--- src/rtl/fc_pkg.sv ---
// ---------------------------------------------------------------------------
// fc_pkg - shared buffer-type codes, channel count and scheduler states (rev 1.0)
// ---------------------------------------------------------------------------
`default_nettype none

package fc_pkg;

    localparam logic [2:0] FC_PH   = 3'b000;
    localparam logic [2:0] FC_PD   = 3'b001;
    localparam logic [2:0] FC_NPH  = 3'b010;
    localparam logic [2:0] FC_NPD  = 3'b011;
    localparam logic [2:0] FC_CPLH = 3'b100;
    localparam logic [2:0] FC_CPLD = 3'b101;

    localparam int FC_NUM_CH = 6;

    typedef enum logic [1:0] {
        IDLE = 2'd0,
        SEND = 2'd1,
        GAP  = 2'd2
    } fc_state_e;

endpackage

`default_nettype wire

--- src/rtl/fc_rr_arbiter.sv ---
// ---------------------------------------------------------------------------
// fc_rr_arbiter - combinational round-robin arbiter, search starts at ptr (rev 1.0)
// ---------------------------------------------------------------------------
`default_nettype none

module fc_rr_arbiter #(
    parameter int N     = 6,
    parameter int IDX_W = 3
) (
    input  logic [N-1:0]     req,
    input  logic [IDX_W-1:0] ptr,
    output logic [N-1:0]     gnt,
    output logic [IDX_W-1:0] gnt_idx
);

    logic found;
    int   j;

    always_comb begin
        gnt     = '0;
        gnt_idx = '0;
        found   = 1'b0;
        j       = 0;
        for (int k = 0; k < N; k++) begin
            j = int'(ptr) + k;
            if (j >= N) begin
                j = j - N;
            end
            if (!found && req[j]) begin
                found   = 1'b1;
                gnt[j]  = 1'b1;
                gnt_idx = IDX_W'(j);
            end
        end
    end

endmodule

`default_nettype wire

--- src/rtl/fc_update_scheduler.sv ---
// ---------------------------------------------------------------------------
// fc_update_scheduler - UpdateFC advertisement scheduler for six credit buffers (rev 1.0)
// ---------------------------------------------------------------------------
`default_nettype none

module fc_update_scheduler
    import fc_pkg::*;
#(
    parameter int CNT_W          = 8,
    parameter int REFRESH_CYCLES = 1024,
    parameter int MIN_GAP        = 1
) (
    input  logic                          clk,
    input  logic                          rst,
    input  logic                          link_up,
    input  logic [6*(CNT_W+3)-1:0]        fc_limit_i,
    input  logic                          dllp_ready,
    output logic                          dllp_valid,
    output logic [2:0]                    dllp_type,
    output logic [CNT_W-1:0]              dllp_credit,
    output logic [5:0]                    pending_o
);

    localparam int LW    = CNT_W + 3;
    localparam int TMR_W = (REFRESH_CYCLES > 2) ? $clog2(REFRESH_CYCLES) : 1;

    fc_state_e                           state_q, state_d;
    logic                                link_q, link_d;
    logic [TMR_W-1:0]                    timer_q, timer_d;
    logic [FC_NUM_CH-1:0]                force_q, force_d;
    logic [FC_NUM_CH-1:0][CNT_W-1:0]     adv_q, adv_d;
    logic [2:0]                          rr_ptr_q, rr_ptr_d;
    logic [3:0]                          gap_q, gap_d;
    logic [2:0]                          type_q, type_d;
    logic [CNT_W-1:0]                    credit_q, credit_d;
    logic [FC_NUM_CH-1:0]                sel_q, sel_d;
    logic [FC_NUM_CH-1:0]                pending_q, pending_d;

    logic [FC_NUM_CH-1:0]                chg;
    logic [FC_NUM_CH-1:0]                pending;
    logic [FC_NUM_CH-1:0]                gnt;
    logic [2:0]                          gnt_idx;
    logic                                expire;
    logic                                accept;
    logic                                arb_ok;
    int                                  base;

    fc_rr_arbiter #(
        .N     (FC_NUM_CH),
        .IDX_W (3)
    ) u_arb (
        .req     (pending),
        .ptr     (rr_ptr_q),
        .gnt     (gnt),
        .gnt_idx (gnt_idx)
    );

    always_comb begin
        for (int i = 0; i < FC_NUM_CH; i++) begin
            chg[i] = (fc_limit_i[i*LW +: CNT_W] != adv_q[i]);
        end
        pending = {FC_NUM_CH{link_up}} & (chg | force_q);
    end

    assign expire = link_up && (timer_q == TMR_W'(REFRESH_CYCLES - 1));
    assign accept = (state_q == SEND) && dllp_ready && link_up;

    always_comb begin
        state_d   = state_q;
        link_d    = link_up;
        timer_d   = timer_q;
        force_d   = force_q;
        adv_d     = adv_q;
        rr_ptr_d  = rr_ptr_q;
        gap_d     = gap_q;
        type_d    = type_q;
        credit_d  = credit_q;
        sel_d     = sel_q;
        pending_d = pending;
        arb_ok    = 1'b0;
        base      = int'(gnt_idx) * LW;

        if (!link_up) begin
            timer_d = '0;
        end else if (expire) begin
            timer_d = '0;
        end else begin
            timer_d = timer_q + TMR_W'(1);
        end

        // A refresh or link-up set landing on the accept cycle overrides the clear.
        if (!link_up) begin
            force_d = '0;
        end else begin
            if (accept) begin
                force_d = force_q & ~sel_q;
            end
            if ((link_up && !link_q) || expire) begin
                force_d = '1;
            end
        end

        if (accept) begin
            for (int i = 0; i < FC_NUM_CH; i++) begin
                if (sel_q[i]) begin
                    adv_d[i] = credit_q;
                end
            end
        end

        case (state_q)
            IDLE: arb_ok = 1'b1;
            SEND: begin
                if (dllp_ready) begin
                    state_d = (MIN_GAP == 0) ? IDLE : GAP;
                    gap_d   = '0;
                end
            end
            GAP: begin
                if (gap_q == 4'(MIN_GAP - 1)) begin
                    arb_ok = 1'b1;
                end else begin
                    gap_d = gap_q + 4'd1;
                end
            end
            default: state_d = IDLE;
        endcase

        // The final gap cycle arbitrates directly so back-to-back sends keep MIN_GAP spacing.
        if (arb_ok) begin
            state_d = IDLE;
            if (|pending) begin
                state_d  = SEND;
                type_d   = fc_limit_i[base + CNT_W +: 3];
                credit_d = fc_limit_i[base +: CNT_W];
                sel_d    = gnt;
                rr_ptr_d = (gnt_idx == 3'(FC_NUM_CH - 1)) ? 3'd0 : gnt_idx + 3'd1;
            end
        end

        if (!link_up) begin
            state_d = IDLE;
        end
    end

    always_ff @(posedge clk or posedge rst) begin
        if (rst) begin
            state_q   <= IDLE;
            link_q    <= 1'b0;
            timer_q   <= '0;
            force_q   <= '0;
            adv_q     <= '0;
            rr_ptr_q  <= '0;
            gap_q     <= '0;
            type_q    <= '0;
            credit_q  <= '0;
            sel_q     <= '0;
            pending_q <= '0;
        end else begin
            state_q   <= state_d;
            link_q    <= link_d;
            timer_q   <= timer_d;
            force_q   <= force_d;
            adv_q     <= adv_d;
            rr_ptr_q  <= rr_ptr_d;
            gap_q     <= gap_d;
            type_q    <= type_d;
            credit_q  <= credit_d;
            sel_q     <= sel_d;
            pending_q <= pending_d;
        end
    end

    assign dllp_valid  = (state_q == SEND);
    assign dllp_type   = type_q;
    assign dllp_credit = credit_q;
    assign pending_o   = pending_q;

endmodule

`default_nettype wire

--- config.mk ---
export PLATFORM = sky130hd
export DESIGN_NAME = fc_update_scheduler
export DESIGN_NICKNAME = d
export VERILOG_FILES = /design/src/rtl/fc_pkg.sv /design/src/rtl/fc_rr_arbiter.sv /design/src/rtl/fc_update_scheduler.sv
export SDC_FILE = /design/constraint.sdc
export NUM_CORES = 1
export LEC_CHECK = 0
export ABC_CLOCK_PERIOD_IN_PS = 16390
export CORE_MARGIN = 3
export CORE_UTILIZATION = 40
export DETAILED_ROUTE_END_ITERATION = 8
export GPL_TIMING_DRIVEN = 0
export PLACE_DENSITY = 0.68
export SKIP_LAST_GASP = 1
export SYNTH_ARGS = -nofsm -noshare
export SYNTH_HDL_FRONTEND = slang
export SYNTH_HIERARCHICAL = 1
export SYNTH_SLANG_ARGS = --single-unit
--- constraint.sdc ---
create_clock -name clk -period 16.39 [get_ports clk]
set_input_delay 1.639 -clock clk [delete_from_list [all_inputs] [get_ports clk]]
set_output_delay 1.639 -clock clk [all_outputs]
set_load 0.02 [all_outputs]
==> impl_results.md, run 1 <==
- Outcome: completed
- Worst-path cell chain: clkdlybuf4s50_1 -> xnor2_1 -> nand3_1 -> or4_1 -> and2_1 -> mux2i_1 -> nand3_1 -> a21oi_1 -> and2b_4 -> a211oi_1 -> nand3_1 -> a21oi_1 -> o41a_1 -> buf_2 -> buf_2 -> mux4_2 -> inv_1 -> o22ai_1 -> mux2_4
- Dpl cells: 920
- Seq/Total Area, Yosys: 36.8%
- Number of max-slew violations in the final report: 0
- Final weighted congestion in routability-driven placement: about 0.9
- Leading post-synthesis cells by instance count: 97 x dfrtp_1, 53 x xnor2_1, 51 x mux2_2
- Clock insertion delay at the later pin of the skew report: approximately 0.35 ns
- Final period util: ~44%
- Endpoint kind of the worst setup timing path: register
- First-iteration detailed-routing DRC count: slightly below 300
- Fin worst setup slack: between 9 and 10 ns
- TritonCTS Buffers: 9
- Setup bufs post-CTS: 0
- Fin Clk Skew: 0.00866 ns
- Avg Inst Size Synth: 10.7 sq um
- Max Cap Violations: 0
- Area taken by flip-flops and latches: about 0.0024 sq mm
- Post-route insts no fill: between 900 and 1000
- Async S/R FF share, synth: 100%
- Deepest level of the CTS H-tree: 3
- Cell types occupying the most area after synthesis: dfrtp_1 37%, mux2_2 8.7%, xnor2_1 7.0%
- Area share of the largest cell type after synthesis: between 30% and 40%
- Global-route wire length before repair: about 28000 um
- Final standard cell area without fillers: ~0.008 sq mm
- Total Nets Final: 805
- Unrepaired setup endpoints after global routing: false
- Vias after detailed routing: ~5100
- Number of filler instances in the final layout: 1455
- Hold Path Class: reg -> reg
- Crit-path slowest cell: or4_1
- Clock tree from TritonCTS: done
- Fraction of final layout cells sized beyond drive strength 1: 19.6%
- Post-Place Cell Area: slightly below 0.008 sq mm
- Core outline area: 0.0160 sq mm
- Final sum of negative setup slack: 0 ns
- Number of antenna violations at the first check in global routing: 0
- Most frequent cell on the critical path: nand3_1
- Fin crit period: 7.16 ns
- Worst Tran Pin Value: around 0.63 ns
- DP HPWL: 13500 um
- Kind of launch point of the worst setup path: primary input
- Seq cells post-synth: just under 100
- Signed area change from the synthesized netlist to the final layout: 22.2%
- Critical path class: in -> reg
- Die Width: ~130 um
- Area of the multi-input gates: between 0.003 and 0.004 sq mm
- Worst Setup Slack post-DPL: just under 9 ns
- Hold violation total from the final report: 0
- Iteration count of the initial detailed-routing pass: 4
- Number of buffers between clock root and the deepest sink: 2
- Total number of clock tree sinks: 97
- Routed Wire Length: ~17000 um
- Timing-limited maximum frequency: between 0.1 and 0.15 GHz
- Vias in the first global route: 5476
- Number of remaining DRC errors: 0
- Starting density of the core: 41.2%
- Relative max-transition margin: 57.6%
- Number of hold-repair buffers added at the cts stage: 0
- Number of instances in the synthesized netlist: 616
- Most common cell in the synthesized netlist: dfrtp_1
- Average wire per standard cell: approximately 18 um
- Library cells used by synthesis: 80
- Maximum fanout encountered on the critical timing path: 10
- Data arrival at the endpoint of the critical path: around 7.4 ns
- Global-route usage over all layers: a little under 20%
- Stage delay of the slowest cell on the critical path: approximately 0.59 ns
- Post-cts repair resize count: 0
- # rows: 46
- Synthesized cell area: 0.00660 sq mm
- Top Ports: slightly below 90
- Antenna violation net count after detailed routing: 0
- CTS clk-pin slew, worst paths: 0.08 ns
- DIE HEIGHT: approximately 130 um
- Number of failing setup endpoints in the final timing report: 0
- Number of buffer and inverter stages on the critical path: 4
- Power density over cell area: between 200 and 300 mW/mm^2
- Antenna Diode Count: 0
- Count of buffers inserted at the top-level ports: 87
- GRT overflow: 0
- Static leakage power: 0.00343 uW
- Data required time at the worst endpoint: approximately 17 ns
- Pin count of the biggest net entering global routing: 67
- Maximum VDD drop: between 150 and 200 uV
- Area of the die: between 0.015 and 0.02 sq mm
- Vias per cell: roughly 5.5
- Largest delay contributor family on the critical path: simple AND/OR/NAND/NOR gates
- Post-Synthesis Net Count: 706
- Root buffer cell: clkbuf_16
- Commonest register cell after synthesis: dfrtp_1
- Number of enable-type register cells in the synthesized netlist: 0
- Library cell occupying the most area in the post-synthesis netlist: dfrtp_1
- Warnings from Yosys: 6
==> kinds of logic (layout without fill, tap and decap cells) <==
family | Yosys count | count (layout) | share of synthesized area [%]
buffers and inverters | 57 | 161 | 4.67
xor gates and xnor gates | 66 | 66 | 9.27
adders and majority gates | 20 | 20 | 3.79
AOI/OAI and AO/OA | 99 | 99 | 10.8
muxes | 109 | 109 | 21.4
and+or+nand+nor | 168 | 168 | 13.3
DFF | 97 | 97 | 36.8
==> state kept, by name (all words and copies together) (netlist names) <==
name / count
force_q: 6
state_q: 2
timer_q: 10
dllp_credit: 8
adv_q: 48
gap_q: 4
rr_ptr_q: 3
sel_q: 6
pending_o: 6
dllp_type: 3
link_q: 1
==> final cells by class <==
type                    instances  share of cell area, %
clock buffers                   9                   2.79
multi-input cells             462                   47.9
flip-flops and latches         97                   30.1
repair buffers                 88                   11.1
inverters                      34                   1.61
clock inverters                 7                  0.884
well taps                     216                   3.35
plain buffers                  23                   2.23
==> routing by layer <==
metal	global-route usage [%]	vias to the layer above	share of wire, %
li1	-	2409	-
met2	33.4	147	49
met4	4.19	0	1.3
met5	0	-	0
met3	3.98	21	4.7
met1	25.8	2545	45
==> stage by stage <==
stage	utilization, %	total power [uW]	hold slack (ns)
after CTS	50.4	2030	0.493
after global placement	48.4	1770	0.471
after detailed placement	48.6	1810	0.482
final	50.4	2030	0.498
after floorplan	-	1480	0.448
after global routing	50.4	2180	0.525
==> placed cells by master (no fill, tap or decap), types with 3 or more instances in the layout <==
cell type        Yosys  layout
dfrtp_1             97      97
clkdlybuf4s50_1      0      87
xnor2_1             53      53
mux2_2              51      51
nand2_1             44      44
nor2_1              35      35
inv_1               31      30
mux2i_1             23      23
mux2_4              20      20
a21oi_1             20      20
ha_1                20      20
nand3_1             19      19
o22ai_1             15      15
nor2b_1             13      13
mux4_2              11      11
xor2_1              10      10
nand4_1              9       9
clkbuf_16            0       9
and2_1               8       8
o21ai_0              8       8
buf_6                7       7
nor3_1               7       7
and3_1               6       6
o21ai_1              6       6
clkbuf_1             5       5
or4_1                5       5
nand2b_1             4       4
a31oi_1              4       4
clkbuf_2             3       3
or4_4                3       3
nor3b_1              3       3
clkbuf_8             3       3
buf_2                3       3
a21boi_0             3       3
a211o_1              3       3
a21o_1               3       3
o31ai_1              3       3
o21a_1               3       3
==> worst paths after layout <==
kind | from | end | slack (ns) | cells past startpoint
hold reg to reg | timer_q[0] | timer_q[0] | 0.50 | 1
max in group asynchronous | rst | dllp_type[1] | 14.08 | 3
hold / removal | timer_q[0] | timer_q[0] | 0.50 | 1
min in group asynchronous | rst | adv_q[17] | 1.63 | 2
setup reg to reg | rr_ptr_q[0] | dllp_credit[2] | 9.63 | 23
setup / recovery | fc_limit_i[7] | dllp_credit[2] | 9.23 | 19
==> report_power, final <==
group / total (uW) / internal [uW] / switching, uW
clock network: 210 / 107 / 103
registers: 401 / 325 / 76.5
logic: 1420 / 684 / 737
total: 2030 / 1120 / 916
(Power assumes the default switching activity.)
==> inputs of run 2 (changes only) <==
ABC_CLOCK_PERIOD_IN_PS = 6000   (was 16390)
PLACE_DENSITY = 0.7   (was 0.68)
clock period = 6 ns   (was 16.39 ns; I/O delays follow)
==> run 2 against run 1 <==
Effect of this change:
- worst setup slack lost 8.9 ns
- total power rose to 2.8 times the previous value
- routed wire length is 1.1% lower
- final cell count decreased by 0.11%
- global-route usage shrank 0.51 points
- clock skew grew 0.00075 ns
- hold slack improved by 0.0014 ns
==> impl_results.md, run 2 (synthesized netlist as in run 1, its figures left out) <==
- Outcome: completed
- Dpl cells: 920
- Hold Path Class: reg -> reg
- Final Total Pwr: 5630 uW
- Post-route insts no fill: ~940
- Data arrival at the endpoint of the critical path: between 5 and 6 ns
- Relative max-transition margin: between 50% and 60%
- First-iteration detailed-routing DRC count: around 320
- Crit path launch: rr_ptr_q[1]
- Most frequent cell on the critical path: inv_1
- Unrepaired setup endpoints after global routing: false
- Worst-path cell chain: buf_2 -> inv_1 -> ha_2 -> clkbuf_2 -> clkinv_2 -> ha_1 -> inv_1 -> ha_1 -> inv_1 -> a31oi_4 -> mux2_4 -> a221o_1 -> nand3_1 -> a21oi_2 -> o41a_1 -> clkbuf_4 -> buf_4 -> mux4_2 -> inv_1 -> o22ai_1 -> mux2_4
- GRT overflow: 0
- Largest delay contributor family on the critical path: buffers and inverters
- Largest reg by FF count: adv_q
- Sw Share: between 40% and 50%
- RR Startpoint: rr_ptr_q[1]
- Signed area change from the synthesized netlist to the final layout: 22.8%
- Area of the die: approximately 0.018 sq mm
- Routed Wire Length: between 15000 and 20000 um
- Clock tree from TritonCTS: done
- Most common cell after layout, fill and taps aside: dfrtp_1
- Max FFs per register: 48
- Data required time at the worst endpoint: ~6.2 ns
- Number of buffer and inverter stages on the critical path: 9
- Deepest level of the CTS H-tree: 3
- Static leakage power: roughly 0.0034 uW
- Root buffer cell: clkbuf_16
- Final period util: approximately 95%
- Starting density of the core: 41.2%
- DP HPWL: between 10000 and 15000 um
- Final weighted congestion in routability-driven placement: around 0.94
- Stage delay of the slowest cell on the critical path: between 0.4 and 0.5 ns
- Vias after detailed routing: ~5100
- Worst Tran Pin Value: about 0.67 ns
- Final standard cell area without fillers: between 0.008 and 0.009 sq mm
- Combinational power share: 69.7%
- Post-cts repair resize count: 3
- Critical path class: reg -> reg
- Average wire per standard cell: about 18 um
- Timing-limited maximum frequency: 0.176 GHz
- Clock insertion delay at the later pin of the skew report: approximately 0.35 ns
- Cell-internal power: 3120 uW
- Number of antenna violations at the first check in global routing: 0
- Max Cap Violations: 0
- Fin Clk Skew: around 0.0094 ns
- Setup bufs post-CTS: 0
- Vias in the first global route: 5232
- Post-Place Cell Area: just under 0.008 sq mm
- Relative contribution of the clock network to total power: between 10% and 20%
- Global-route usage over all layers: 19.0%
- Antenna Diode Count: 0
- TritonCTS Buffers: 9
- Final sum of negative setup slack: 0 ns
- Number of remaining DRC errors: 0
- DIE HEIGHT: approximately 130 um
- Global-route wire length before repair: about 27000 um
- # rows: between 40 and 50
- Power density over cell area: between 600 and 700 mW/mm^2
- Fraction of final layout cells sized beyond drive strength 1: around 21%
- Crit-path slowest cell: dfrtp_1
- Number of buffers between clock root and the deepest sink: 2
- Kind of launch point of the worst setup path: register
- Vias per cell: 5.50
- Iteration count of the initial detailed-routing pass: 4
- Pin count of the biggest net entering global routing: 51
- Antenna violation net count after detailed routing: 0
- Core outline area: ~0.016 sq mm
- Top Ports: a little under 90
- Endpoint kind of the worst setup timing path: register
- Top library cells by usage in the layout, fill and taps aside: 97 x dfrtp_1, 87 x clkdlybuf4s50_1, 53 x xnor2_1
- Number of failing setup endpoints in the final timing report: 0
- Total number of clock tree sinks: 97
- Sequential Power Share: about 20%
- Hold slack: approximately 0.50 ns
- Net Switching: 2510 uW
- CTS clk-pin slew, worst paths: about 0.070 ns
- Count of buffers inserted at the top-level ports: just under 90
- Hold path startpoint: timer_q[0]
- Number of hold-repair buffers added at the cts stage: 0
- Number of max-slew violations in the final report: 0
- Maximum VDD drop: a little over 400 uV
- Die Width: around 130 um
- Total Nets Final: 804
- Fin crit period: between 5 and 6 ns
- Hold violation total from the final report: 0
- Maximum fanout encountered on the critical timing path: 10
## run 2: power groups by stage
stage	clock network, uW	registers, uW	logic (uW)
detailed placement	0	1110	3850
CTS	616	1100	3880
floorplan	0	1090	2950
global route	646	1130	4250
global placement	0	1090	3750
finish	606	1100	3920
## run 2: worst reg2reg max path, stage by stage (launching register included)
cell,delay [ns]
dfrtp_1,0.49
buf_2,0.29
inv_1,0.22
ha_2,0.45
clkbuf_2,0.26
clkinv_2,0.19
ha_1,0.23
inv_1,0.06
ha_1,0.23
inv_1,0.16
a31oi_4,0.20
mux2_4,0.31
a221o_1,0.44
nand3_1,0.21
a21oi_2,0.09
o41a_1,0.36
clkbuf_4,0.24
buf_4,0.24
mux4_2,0.46
inv_1,0.07
o22ai_1,0.07
mux2_4,0.26
## run 2: final timing paths
kind	endpoint	slack, ns	depth (start not counted)
max	dllp_credit[1]	0.31	21
min	timer_q[0]	0.50	1
max reg2reg	dllp_credit[1]	0.31	21
min reg2reg	timer_q[0]	0.50	1
max in group asynchronous	pending_o[4]	4.63	3
min in group asynchronous	adv_q[19]	0.70	2
## run 2: metal layers
metal | global-route usage [%] | share of wire [%] | up-vias | wire length (um)
met2 | 32.3 | 49 | 162 | 8320
met1 | 25.3 | 45 | 2554 | 7510
met3 | 4.28 | 5.0 | 20 | 843
li1 | - | - | 2404 | -
met5 | 0 | 0 | - | 0
met4 | 3.62 | 1.2 | 0 | 196
## run 2: layout make-up
class	instances	area [sq um]
plain buffers	22	183
clock buffers	10	239
clock inverters	6	72.6
fillers	1438	7900
inverters	34	131
multi-input cells	462	3880
flip-flops and latches	97	2430
well taps	216	270
repair buffers	88	898
## run 2: per-stage QoR
stage / setup slack (ns) / util, %
finish: 0.314 / 50.6
detailed placement: -0.706 / 48.6
global route: 0.00885 / 50.6
global placement: -0.547 / 48.4
floorplan: 0.576 / -
CTS: 0.0346 / 50.5
